--- config.mk ---
export PLATFORM = sky130hd
export DESIGN_NAME = mem_arbiter
export DESIGN_NICKNAME = d
export VERILOG_FILES = /design/src/rtl/mem_arbiter.sv
export SDC_FILE = /design/constraint.sdc
export NUM_CORES = 1
export LEC_CHECK = 0
export CORE_AREA = 2 2 102 104
export DETAILED_ROUTE_END_ITERATION = 8
export DIE_AREA = 0 0 104 106
export PLACE_DENSITY_LB_ADDON = 0.25
export SETUP_SLACK_MARGIN = 0.05
export SYNTH_ARGS = -nofsm -noshare
export SYNTH_HDL_FRONTEND = slang
export SYNTH_SLANG_ARGS = --single-unit
--- constraint.sdc ---
create_clock -name CLK -period 1.8 [get_ports CLK]
set_input_delay 0.54 -clock CLK [delete_from_list [all_inputs] [get_ports CLK]]
set_output_delay 0.54 -clock CLK [all_outputs]
set_load 0.1 [all_outputs]
--- src/rtl/mem_arbiter.sv ---
// Single-port RAM arbiter between instruction and data caches.
// Data requests win ties; a D-grant streak counter forces an I grant to keep fetch moving.
module mem_arbiter #(
    parameter int MAX_DSTREAK = 4
) (
    input  logic        CLK,
    input  logic        nRST,
    input  logic        iREN,
    input  logic [31:0] iaddr,
    output logic        iwait,
    output logic [31:0] iload,
    input  logic        dREN,
    input  logic        dWEN,
    input  logic [31:0] daddr,
    input  logic [31:0] dstore,
    output logic        dwait,
    output logic [31:0] dload,
    output logic        ramREN,
    output logic        ramWEN,
    output logic [31:0] ramaddr,
    output logic [31:0] ramstore,
    input  logic [31:0] ramload,
    input  logic [1:0]  ramstate
);

    // ramstate encoding: FREE=0, BUSY=1, ACCESS=2, ERROR=3; only ACCESS ends a transfer
    localparam logic [1:0] RAM_ACCESS  = 2'd2;
    localparam logic [2:0] DSTREAK_MAX = 3'(MAX_DSTREAK);

    typedef enum logic [1:0] {
        ST_IDLE  = 2'd0,
        ST_DSERV = 2'd1,
        ST_ISERV = 2'd2
    } state_t;

    state_t     r_state;
    state_t     w_state_next;
    logic [2:0] r_dstreak;
    logic [2:0] w_dstreak_next;

    logic w_dreq;
    logic w_ram_ok;
    logic w_dcomplete;
    logic w_icomplete;

    assign w_dreq      = dREN | dWEN;
    assign w_ram_ok    = (ramstate == RAM_ACCESS);
    assign w_dcomplete = (r_state == ST_DSERV) && w_dreq && w_ram_ok;
    assign w_icomplete = (r_state == ST_ISERV) && iREN && w_ram_ok;

    always_ff @(posedge CLK or negedge nRST) begin
        if (!nRST) begin
            r_state   <= ST_IDLE;
            r_dstreak <= '0;
        end else begin
            r_state   <= w_state_next;
            r_dstreak <= w_dstreak_next;
        end
    end

    // Every service returns to IDLE so a request still high on its completion cycle is not re-granted
    always_comb begin
        w_state_next   = r_state;
        w_dstreak_next = r_dstreak;
        case (r_state)
            ST_IDLE: begin
                if (iREN && (r_dstreak == DSTREAK_MAX)) begin
                    w_state_next = ST_ISERV;
                end else if (w_dreq) begin
                    w_state_next = ST_DSERV;
                end else if (iREN) begin
                    w_state_next = ST_ISERV;
                end
            end
            ST_DSERV: begin
                if (!w_dreq || w_ram_ok) begin
                    w_state_next = ST_IDLE;
                end
            end
            ST_ISERV: begin
                if (!iREN || w_ram_ok) begin
                    w_state_next = ST_IDLE;
                end
            end
            default: begin
                w_state_next = ST_IDLE;
            end
        endcase

        if (w_dcomplete) begin
            if (!iREN) begin
                w_dstreak_next = '0;
            end else if (r_dstreak >= DSTREAK_MAX) begin
                w_dstreak_next = DSTREAK_MAX;
            end else begin
                w_dstreak_next = r_dstreak + 3'd1;
            end
        end else if (w_icomplete) begin
            w_dstreak_next = '0;
        end
    end

    always_comb begin
        ramREN   = 1'b0;
        ramWEN   = 1'b0;
        ramaddr  = '0;
        ramstore = '0;
        case (r_state)
            ST_DSERV: begin
                ramaddr  = daddr;
                ramstore = dstore;
                ramWEN   = dWEN;
                ramREN   = dREN & ~dWEN;
            end
            ST_ISERV: begin
                ramaddr = iaddr;
                ramREN  = 1'b1;
            end
            default: begin
                ramREN = 1'b0;
            end
        endcase
    end

    assign iwait = ~w_icomplete;
    assign dwait = ~w_dcomplete;
    assign iload = ramload;
    assign dload = ramload;

endmodule

## Word-level counts from Yosys, hierarchy flattened

Index checks and enable logic that the tools add are counted.

| storage, ports and cells | value |
|---|---|
| flip-flop bits (word level) | 5 |
| input bits | 135 |
| output and inout port bits | 132 |
| logic and storage cells | 42 |

| cells by class | value |
|---|---|
| $add $sub $neg | 1 |
| $lt $le $gt $ge | 1 |
| eq/ne operators | 7 |
| muxes and demuxes | 14 |
| bitwise operators | 5 |
| reductions and logical operators | 12 |

Operators by type and width:

| operator | count |
|---|---|
| 32-bit case mux with 2 select lines | 1 |
| 32-bit 2-to-1 mux | 1 |
| 3-bit 2-to-1 mux | 4 |
| 2-bit 2-to-1 mux | 5 |
| 2-bit case mux with 3 select lines | 1 |
| 1-bit logical AND | 5 |
| 2-bit equality test (second input constant) | 2 |
| 2-bit by 1-bit != test with 1-bit output (second input constant) | 2 |
| 4-bit != test (second input constant) | 1 |
| 3-bit by 1-bit adder with 3-bit output (second input constant) | 1 |
| 3-bit equality test (second input constant) | 1 |
| 3-bit >= comparator (second input constant) | 1 |
| 1-bit NOT | 3 |
| 3-bit AND reduction | 1 |
| 2-bit by 1-bit equality test with 1-bit output (second input constant) | 1 |
| 1-bit logical NOT | 2 |
| 2-bit logical NOT | 1 |
| 1-bit logical OR | 2 |
| 1-bit case mux with 2 select lines | 1 |
| 2-bit nonzero test | 1 |
| 1-bit AND | 1 |
| 1-bit 2-to-1 mux | 1 |
| 1-bit bitwise OR | 1 |

## Longest topological paths before layout

Gate-level depths: netlist of the first run.

| logic depth | value |
|---|---|
| depth after elaboration | 5 |
| mapped depth | 7 |
| mapped depth without buffers | 6 |

## Least setup slack after synthesis of the first run

OpenSTA, ideal clock, no wires.

| timing path | value |
|---|---|
| path type | register -> output |
| start | register r_state[1] |
| end | output port ramaddr[10] |
| data arrival time | 2.379 ns |
| data required time | 1.260 ns |
| setup slack | -1.119 ns |
| stages on the path, launching flop included | 7 |
| buffers on the path | 2 |
| path through | dfrtp_1 inv_1 ha_1 buf_4 buf_2 a22oi_1 nor2b_1 |

| on the way | value |
|---|---|
| word-level cells in the longest chain between the ends | 2 |
| elaborated cells on any way between the ends | 3 |
| those cells by class | eq/ne (2); mux (1) |

RTL lines:

| what | line | RTL |
|---|---|---|
| from (decl) | 36 | `state_t r_state;` |
| from (signal assigned) | 56 | `r_state <= w_state_next;` |
| 2-bit equality test or 2-bit by 1-bit equality test with 1-bit output (tied branches) | 108 | `case (r_state)` |
| 32-bit case mux with 2 select lines * | 108 |  |
| to (decl) | 20 | `output logic [31:0] ramaddr,` |

Every way passes the cells marked *; elsewhere a longest branch is shown, timed or not.

## Worst setup path in the final report of the first run

| timing path | value |
|---|---|
| start | register r_state[0] |
| end | output port ramaddr[31] |

Same word-level chain as after synthesis.

==> results.yml, run 1 <==
outcome:
  outcome: "complete, but fails checks"
  violations: "setup timing"
route:
  route.final.wire_length_mm: 7.806
  final_antenna_net_count: 0
  number_of_vias_after_detailed_routing: 1938
  dr.first_iter.drc_count: 34
  wire_per_inst_microns: 16.23
  route.detailed.drc: 0
  drt_first_pass_iters: 4
  viasPerCell: 4.029
worst_setup_path:
  critical_path.startpoint_type: "flip-flop"
  cell_with_the_largest_stage_delay_on_the_worst_path: "dfrtp_1"
  slowest_delay_ns: 0.35
  worstPathRequired_ns: 1.26
  critical_path.cell_chain: "inv_2, buf_6, ha_4, buf_12, nor2b_4, buf_12"
  cp-end-kind: "output pin"
  highest_fanout_seen_on_the_critical_path: 13
  timing_worst_setup_path_type: "flip-flop to output pin"
  crit_arrival_ns: 1.60
  worst_path_most_repeated_cell: "buf_12"
timing:
  relSlewSlack_pct: 80.89
  hold-worst-slack_ns: 0.5297
  timing.final.setup_violations: 68
  timing_max_transition_violations_final: 0
  hold_viol_final: 0
  worstMarginPinSlew_ns: 0.2867
  min_period_ns: 2.142
  layout_setup_ws_ns: -0.3423
  post-route-period-util_pct: 119.0
  fin_skew_ns: 0.002094
  max_freq_mhz: 466.8
  rsz0062_at_grt: "true"
power:
  static-leakage-power_nw: 1.874
  power_w: 0.009789
  pwr-share-comb_pct: 95.8
  netSwitchingPower_w: 0.005436
  share_seq_of_total_power_pct: 2.0
  p_sw_share_pct: 55.53
  ir_worst_vdd_v: 0.001171
  powerDensity_mw_per_mm2: 2109
  power.internal_w: 0.004353
  share_of_power_burned_in_the_clock_network_pct: 2.1
floorplan:
  io-pin-count: 267
  die-area_sq_mm: 0.01102
  die_y_microns: 106
  core_area_sq_mm: 0.01000
  floorplan.initialDensity_pct: 15.92
  die_x_microns: 104
  core.rowCount: 37
layout:
  register_area_sq_um: 125.1
  number_of_antenna_cells_inserted: 0
  finalCoreUtilization_pct: 46.42
  design_area_sq_mm: 0.004642
  most_frequent_cells_in_the_layout: "clkdlybuf4s50_1, buf_12, and2_4, a22oi_2, nor2b_4"
  final_layout_size_suffix_gt1_share_pct: 63.77
  area.growth.synth_to_final_pct: 191.7
  final_common_cell: "clkdlybuf4s50_1"
  area_of_combinational_cells_with_multiple_inputs_sq_mm: 0.001468
  final_nets: 486
  fill_cells: 950
min_path:
  worst_hold_path_type: "flip-flop to flip-flop"
global_route:
  antenna_violations_before_repair: 0
  globalRouteOverflowTotal: 0
  first_pass_grt_wire_length_mm: 11.78
  track_usage_pct: 13.69
  first_global_vias: 2010
  largest_net_degree_at_the_start_of_global_routing: 20
placement:
  portBuffers: 170
  placedInstanceArea_sq_mm: 0.004320
  dp_hpwl_mm: 6.309
  gp_congestion: 0.7175
  dpl_worst_slack_ns: -0.4278
clocking:
  clock-sinks: 5
  cts_root_buf: "clkbuf_8"
  htreeDepth: 1
  cts_made_buffers: 3
  clockBufferDepth: 2
  hold_buffers: 0
  insertion_delay_ns: 0.22
  path_clk_slew_ns: 0.04
  cts_tree: "yes"
synthesis:
  synth_top_cell_area_share_pct: 30.66
  ys.warnings.count: 0
  flop_and_latch_count_out_of_synthesis: 5
  number_of_distinct_library_cell_variants_in_the_gate_level_netlist_after_synthesis: 28
  sequential_cell_area_fraction_in_the_yosys_report_pct: 7.862
  synth.top_cells.by_area: "buf_4, a22oi_1, and2_1"
  synth_area_sq_mm: 0.001592
  synth_nets: 355
  postSynthCellCount: 215
  avgSynthCellArea_sq_um: 7.402
  synthDominantAreaCellType: "buf_4"
flow_run:
  drv.max_cap_violation_count: 0
[per-layer routing]
| metal | GRT usage [%] | part of all wire (%) | routed length [microns] |
|---|---|---|---|
| met1 | 14.42 | 34 | 2650 |
| met2 | 26.27 | 55 | 4290 |
| met3 | 3.433 | 8.4 | 656 |
| met4 | 4.826 | 2.7 | 208 |
| met5 | 0 | 0 | 0 |
[power groups by stage]
stage / logic [W] / clock network [W] / registers [W]
floorplan: 0.00643 / 0 / 0.000198
global placement: 0.00869 / 0 / 0.000203
detailed placement: 0.00873 / 0 / 0.000208
CTS: 0.00945 / 0.000215 / 0.000201
global route: 0.00969 / 0.000218 / 0.000212
finish: 0.00938 / 0.000208 / 0.000200
[cell families (layout without fill, tap and decap cells)]
family          after synthesis  after routing  share of synthesized area, %
buf+inv                      82            212                         35.46
fa+ha+maj                     5              5                         3.931
compound gates               41             41                         19.97
flops                         5              5                         7.862
mux                           3              3                         1.965
simple gates                 79             79                         30.82
[worst max-delay path: cells and delay by family (launching register included)]
family / cells / cell delay, ns
adders and majority gates: 1 / 0.33
buffers and inverters: 4 / 0.52
DFF: 1 / 0.35
and+or+nand+nor: 1 / 0.17
[final cells by class]
cell class	instances	area share, %
inverters	4	0.3235
well taps	136	3.666
clock buffers	4	0.9704
multi-input cells	128	31.62
flip-flops and latches	5	2.695
repair buffers	204	60.73
[cell usage after synthesis]
cell type and n:
and2_4 1, a21oi_2 1, nand2b_4 1, o21ai_0 1, nand2_1 6, buf_2 4, dfrtp_1 5, buf_1 2
clkbuf_1 6, buf_6 1, a21boi_4 1, a22o_1 1, mux2i_1 2, nor4b_2 1, o21a_2 1, nand3_1 2
buf_4 65, and2_1 33, inv_1 4, mux2_2 1, o21bai_1 1, o21ai_1 1, ha_1 5, o211ai_1 1
a22oi_1 32, nor2_1 2, nor2b_1 33, o21a_1 1
[stage by stage]
step	TNS, ns	cells
after floorplan	-13.82	215
after global placement	-10.22	466
after detailed placement	-11.00	466
after CTS	-21.26	479
after global routing	-24.28	481
final	-20.04	481
[registers in the layout (all words and copies together), names as in the netlist]
| name | count |
|---|---|
| r_state | 2 |
| r_dstreak | 3 |
[worst paths after layout]
path	startpoint	endpoint	slack, ns	cells past startpoint
worst max-delay path	r_state[0]	ramaddr[31]	-0.34	6
worst min-delay path	r_dstreak[2]	r_dstreak[2]	0.53	2
worst max register to register	r_state[1]	r_dstreak[0]	0.08	7
worst min register to register	r_dstreak[2]	r_dstreak[2]	0.53	2
max in group asynchronous	nRST	r_state[0]	1.07	1
min in group asynchronous	nRST	r_dstreak[2]	0.54	1
[timing repair]
item,CTS,global route
gates cloned,3,0
pin swaps,6,5
buffers inserted,6,3
setup endpoints to repair,73,72
gates resized for setup,51,4
Power figures use the tool's default switching activity.
==> run 2: changes to the inputs <==
Settings changed: SLEW_MARGIN set to 15.
==> results of run 2 <==
Final layout, timing and power as in run 1 (identical DEF).
==> run 3: changes to the inputs <==
Settings changed: CTS_CLUSTER_SIZE set to 12, MAX_ROUTING_LAYER set to met4.
==> run 3 against run 2 <==
The run still ends with setup timing left; final cell count is the same; via count is 0.15% lower; clock power about the same; register-to-register slack about the same; sequential cell count is the same; critical endpoint unchanged; critical path type unchanged; critical path depth unchanged.
==> results.yml, run 3 (synthesized netlist as in run 1, its figures left out) <==
outcome:
  outcome: "complete, but fails checks"
  violations: "setup timing"
timing:
  worstMarginPinSlew_ns: 0.2867
  hold_viol_final: 0
  min_period_ns: 2.142
  relSlewSlack_pct: 80.89
  rsz0062_at_grt: "true"
  timing_max_transition_violations_final: 0
  post-route-period-util_pct: 119.0
  timing.final.setup_violations: 68
  layout_setup_ws_ns: -0.3415
  fin_skew_ns: 0.002094
  max_freq_mhz: 467.0
worst_setup_path:
  worstPathRequired_ns: 1.26
  critical_path.startpoint_type: "flip-flop"
  worstPathBufferInverterCount: 4
  crit_arrival_ns: 1.60
  critical_path.cell_chain: "inv_2, buf_6, ha_4, buf_12, nor2b_4, buf_12"
  timing_worst_setup_path_type: "flip-flop to output pin"
  cp-end-kind: "output pin"
  cpLargestDelayFamily: "buffers and inverters"
  worst_path_most_repeated_cell: "buf_12"
  crit_path_start: "r_state[0]"
  cell_with_the_largest_stage_delay_on_the_worst_path: "dfrtp_1"
  crit-reg2reg-launch: "r_state[1]"
  slowest_delay_ns: 0.35
  highest_fanout_seen_on_the_critical_path: 13
floorplan:
  core_area_sq_mm: 0.01000
  core.rowCount: 37
  floorplan.initialDensity_pct: 15.92
  die_x_microns: 104
  die-area_sq_mm: 0.01102
  io-pin-count: 267
  die_y_microns: 106
route:
  dr.first_iter.drc_count: 35
  viasPerCell: 4.023
  route.final.wire_length_mm: 7.812
  route.detailed.drc: 0
  final_antenna_net_count: 0
  number_of_vias_after_detailed_routing: 1935
  drt_first_pass_iters: 4
  wire_per_inst_microns: 16.24
global_route:
  globalRouteOverflowTotal: 0
  antenna_violations_before_repair: 0
  track_usage_pct: 14.07
  largest_net_degree_at_the_start_of_global_routing: 20
  first_pass_grt_wire_length_mm: 11.78
  first_global_vias: 2012
placement:
  dpl_worst_slack_ns: -0.4278
  gp_congestion: 0.7258
  dp_hpwl_mm: 6.309
  portBuffers: 170
min_path:
  worst_hold_path_type: "flip-flop to flip-flop"
  hold_start: "r_dstreak[2]"
layout:
  final_layout_size_suffix_gt1_share_pct: 63.77
  register_ranked_first_by_flip_flop_count: "r_dstreak"
  area.growth.synth_to_final_pct: 191.7
  number_of_antenna_cells_inserted: 0
  most_frequent_cells_in_the_layout: "clkdlybuf4s50_1, buf_12, and2_4, a22oi_2, nor2b_4"
  final_nets: 486
  final_common_cell: "clkdlybuf4s50_1"
  largest_register_ffs: 3
  top_regs: "r_dstreak (3), r_state (2)"
clocking:
  cts_root_buf: "clkbuf_8"
  hold_buffers: 0
  insertion_delay_ns: 0.22
  cts_made_buffers: 3
  clock-sinks: 5
  htreeDepth: 1
  path_clk_slew_ns: 0.04
  cts_tree: "yes"
  clockBufferDepth: 2
power:
  powerDensity_mw_per_mm2: 2108
  power_w: 0.009785
  static-leakage-power_nw: 1.874
  ir_worst_vdd_v: 0.001171
flow_run:
  drv.max_cap_violation_count: 0
-- run 3: layer usage --
| layer | track usage, % | share of wire (%) |
|---|---|---|
| met1 | 14.61 | 34 |
| met2 | 26.27 | 55 |
| met3 | 3.127 | 8.0 |
| met4 | 4.826 | 2.7 |
| met5 | - | 0 |
-- run 3: repair_timing --
item                                    in CTS  in global routing
gates resized for setup                     51                  4
endpoints found under the setup margin      73                 72
cloned                                       3                  0
buffers inserted                             6                  3
pin swaps                                    6                  5
-- run 3: worst paths after layout --
kind / to / slack, ns / depth (start not counted)
max: ramaddr[31] / -0.34 / 6
min: r_dstreak[2] / 0.53 / 2
max reg2reg: r_dstreak[0] / 0.09 / 7
min reg2reg: r_dstreak[2] / 0.53 / 2
max in group asynchronous: r_state[0] / 1.07 / 1
min in group asynchronous: r_dstreak[2] / 0.54 / 1
-- run 3: layout make-up --
cell class | count | area (sq um)
clock buffer | 4 | 45.04
inverter | 4 | 15.01
tap | 136 | 170.2
timing repair buffer | 204 | 2819
fill | 950 | 5358
sequential | 5 | 125.1
multi-input combinational | 128 | 1468
-- run 3: worst register-to-register path: stages (launching register included) --
cell and delay, ns:
dfrtp_1 0.41, inv_2 0.12, ha_4 0.24, buf_12 0.19, o21a_4 0.16, buf_4 0.14
o21ai_2 0.09, mux2_2 0.26
-- run 3: stage by stage --
step | util (%) | cell area [sq um] | std cells | setup TNS [ns] | hold WS (ns)
5_1_grt | 46.42 | 4642 | 481 | -24.28 | 0.5621
3_5_place_dp | 43.21 | 4320 | 466 | -11.00 | 0.5298
6_report | 46.42 | 4642 | 481 | -19.96 | 0.5297
2_1_floorplan | - | 2147 | 215 | -13.82 | 0.2444
3_3_place_gp | 43.21 | 4320 | 466 | -10.22 | 0.5255
4_1_cts | 46.17 | 4617 | 479 | -21.26 | 0.5415
-- run 3: report_power, final --
part	switching (W)	leakage, nW	internal [W]
Sequential	0.0000391	0.0651	0.000161
Combinational	0.00534	1.79	0.00404
Clock	0.0000557	0.0228	0.000152
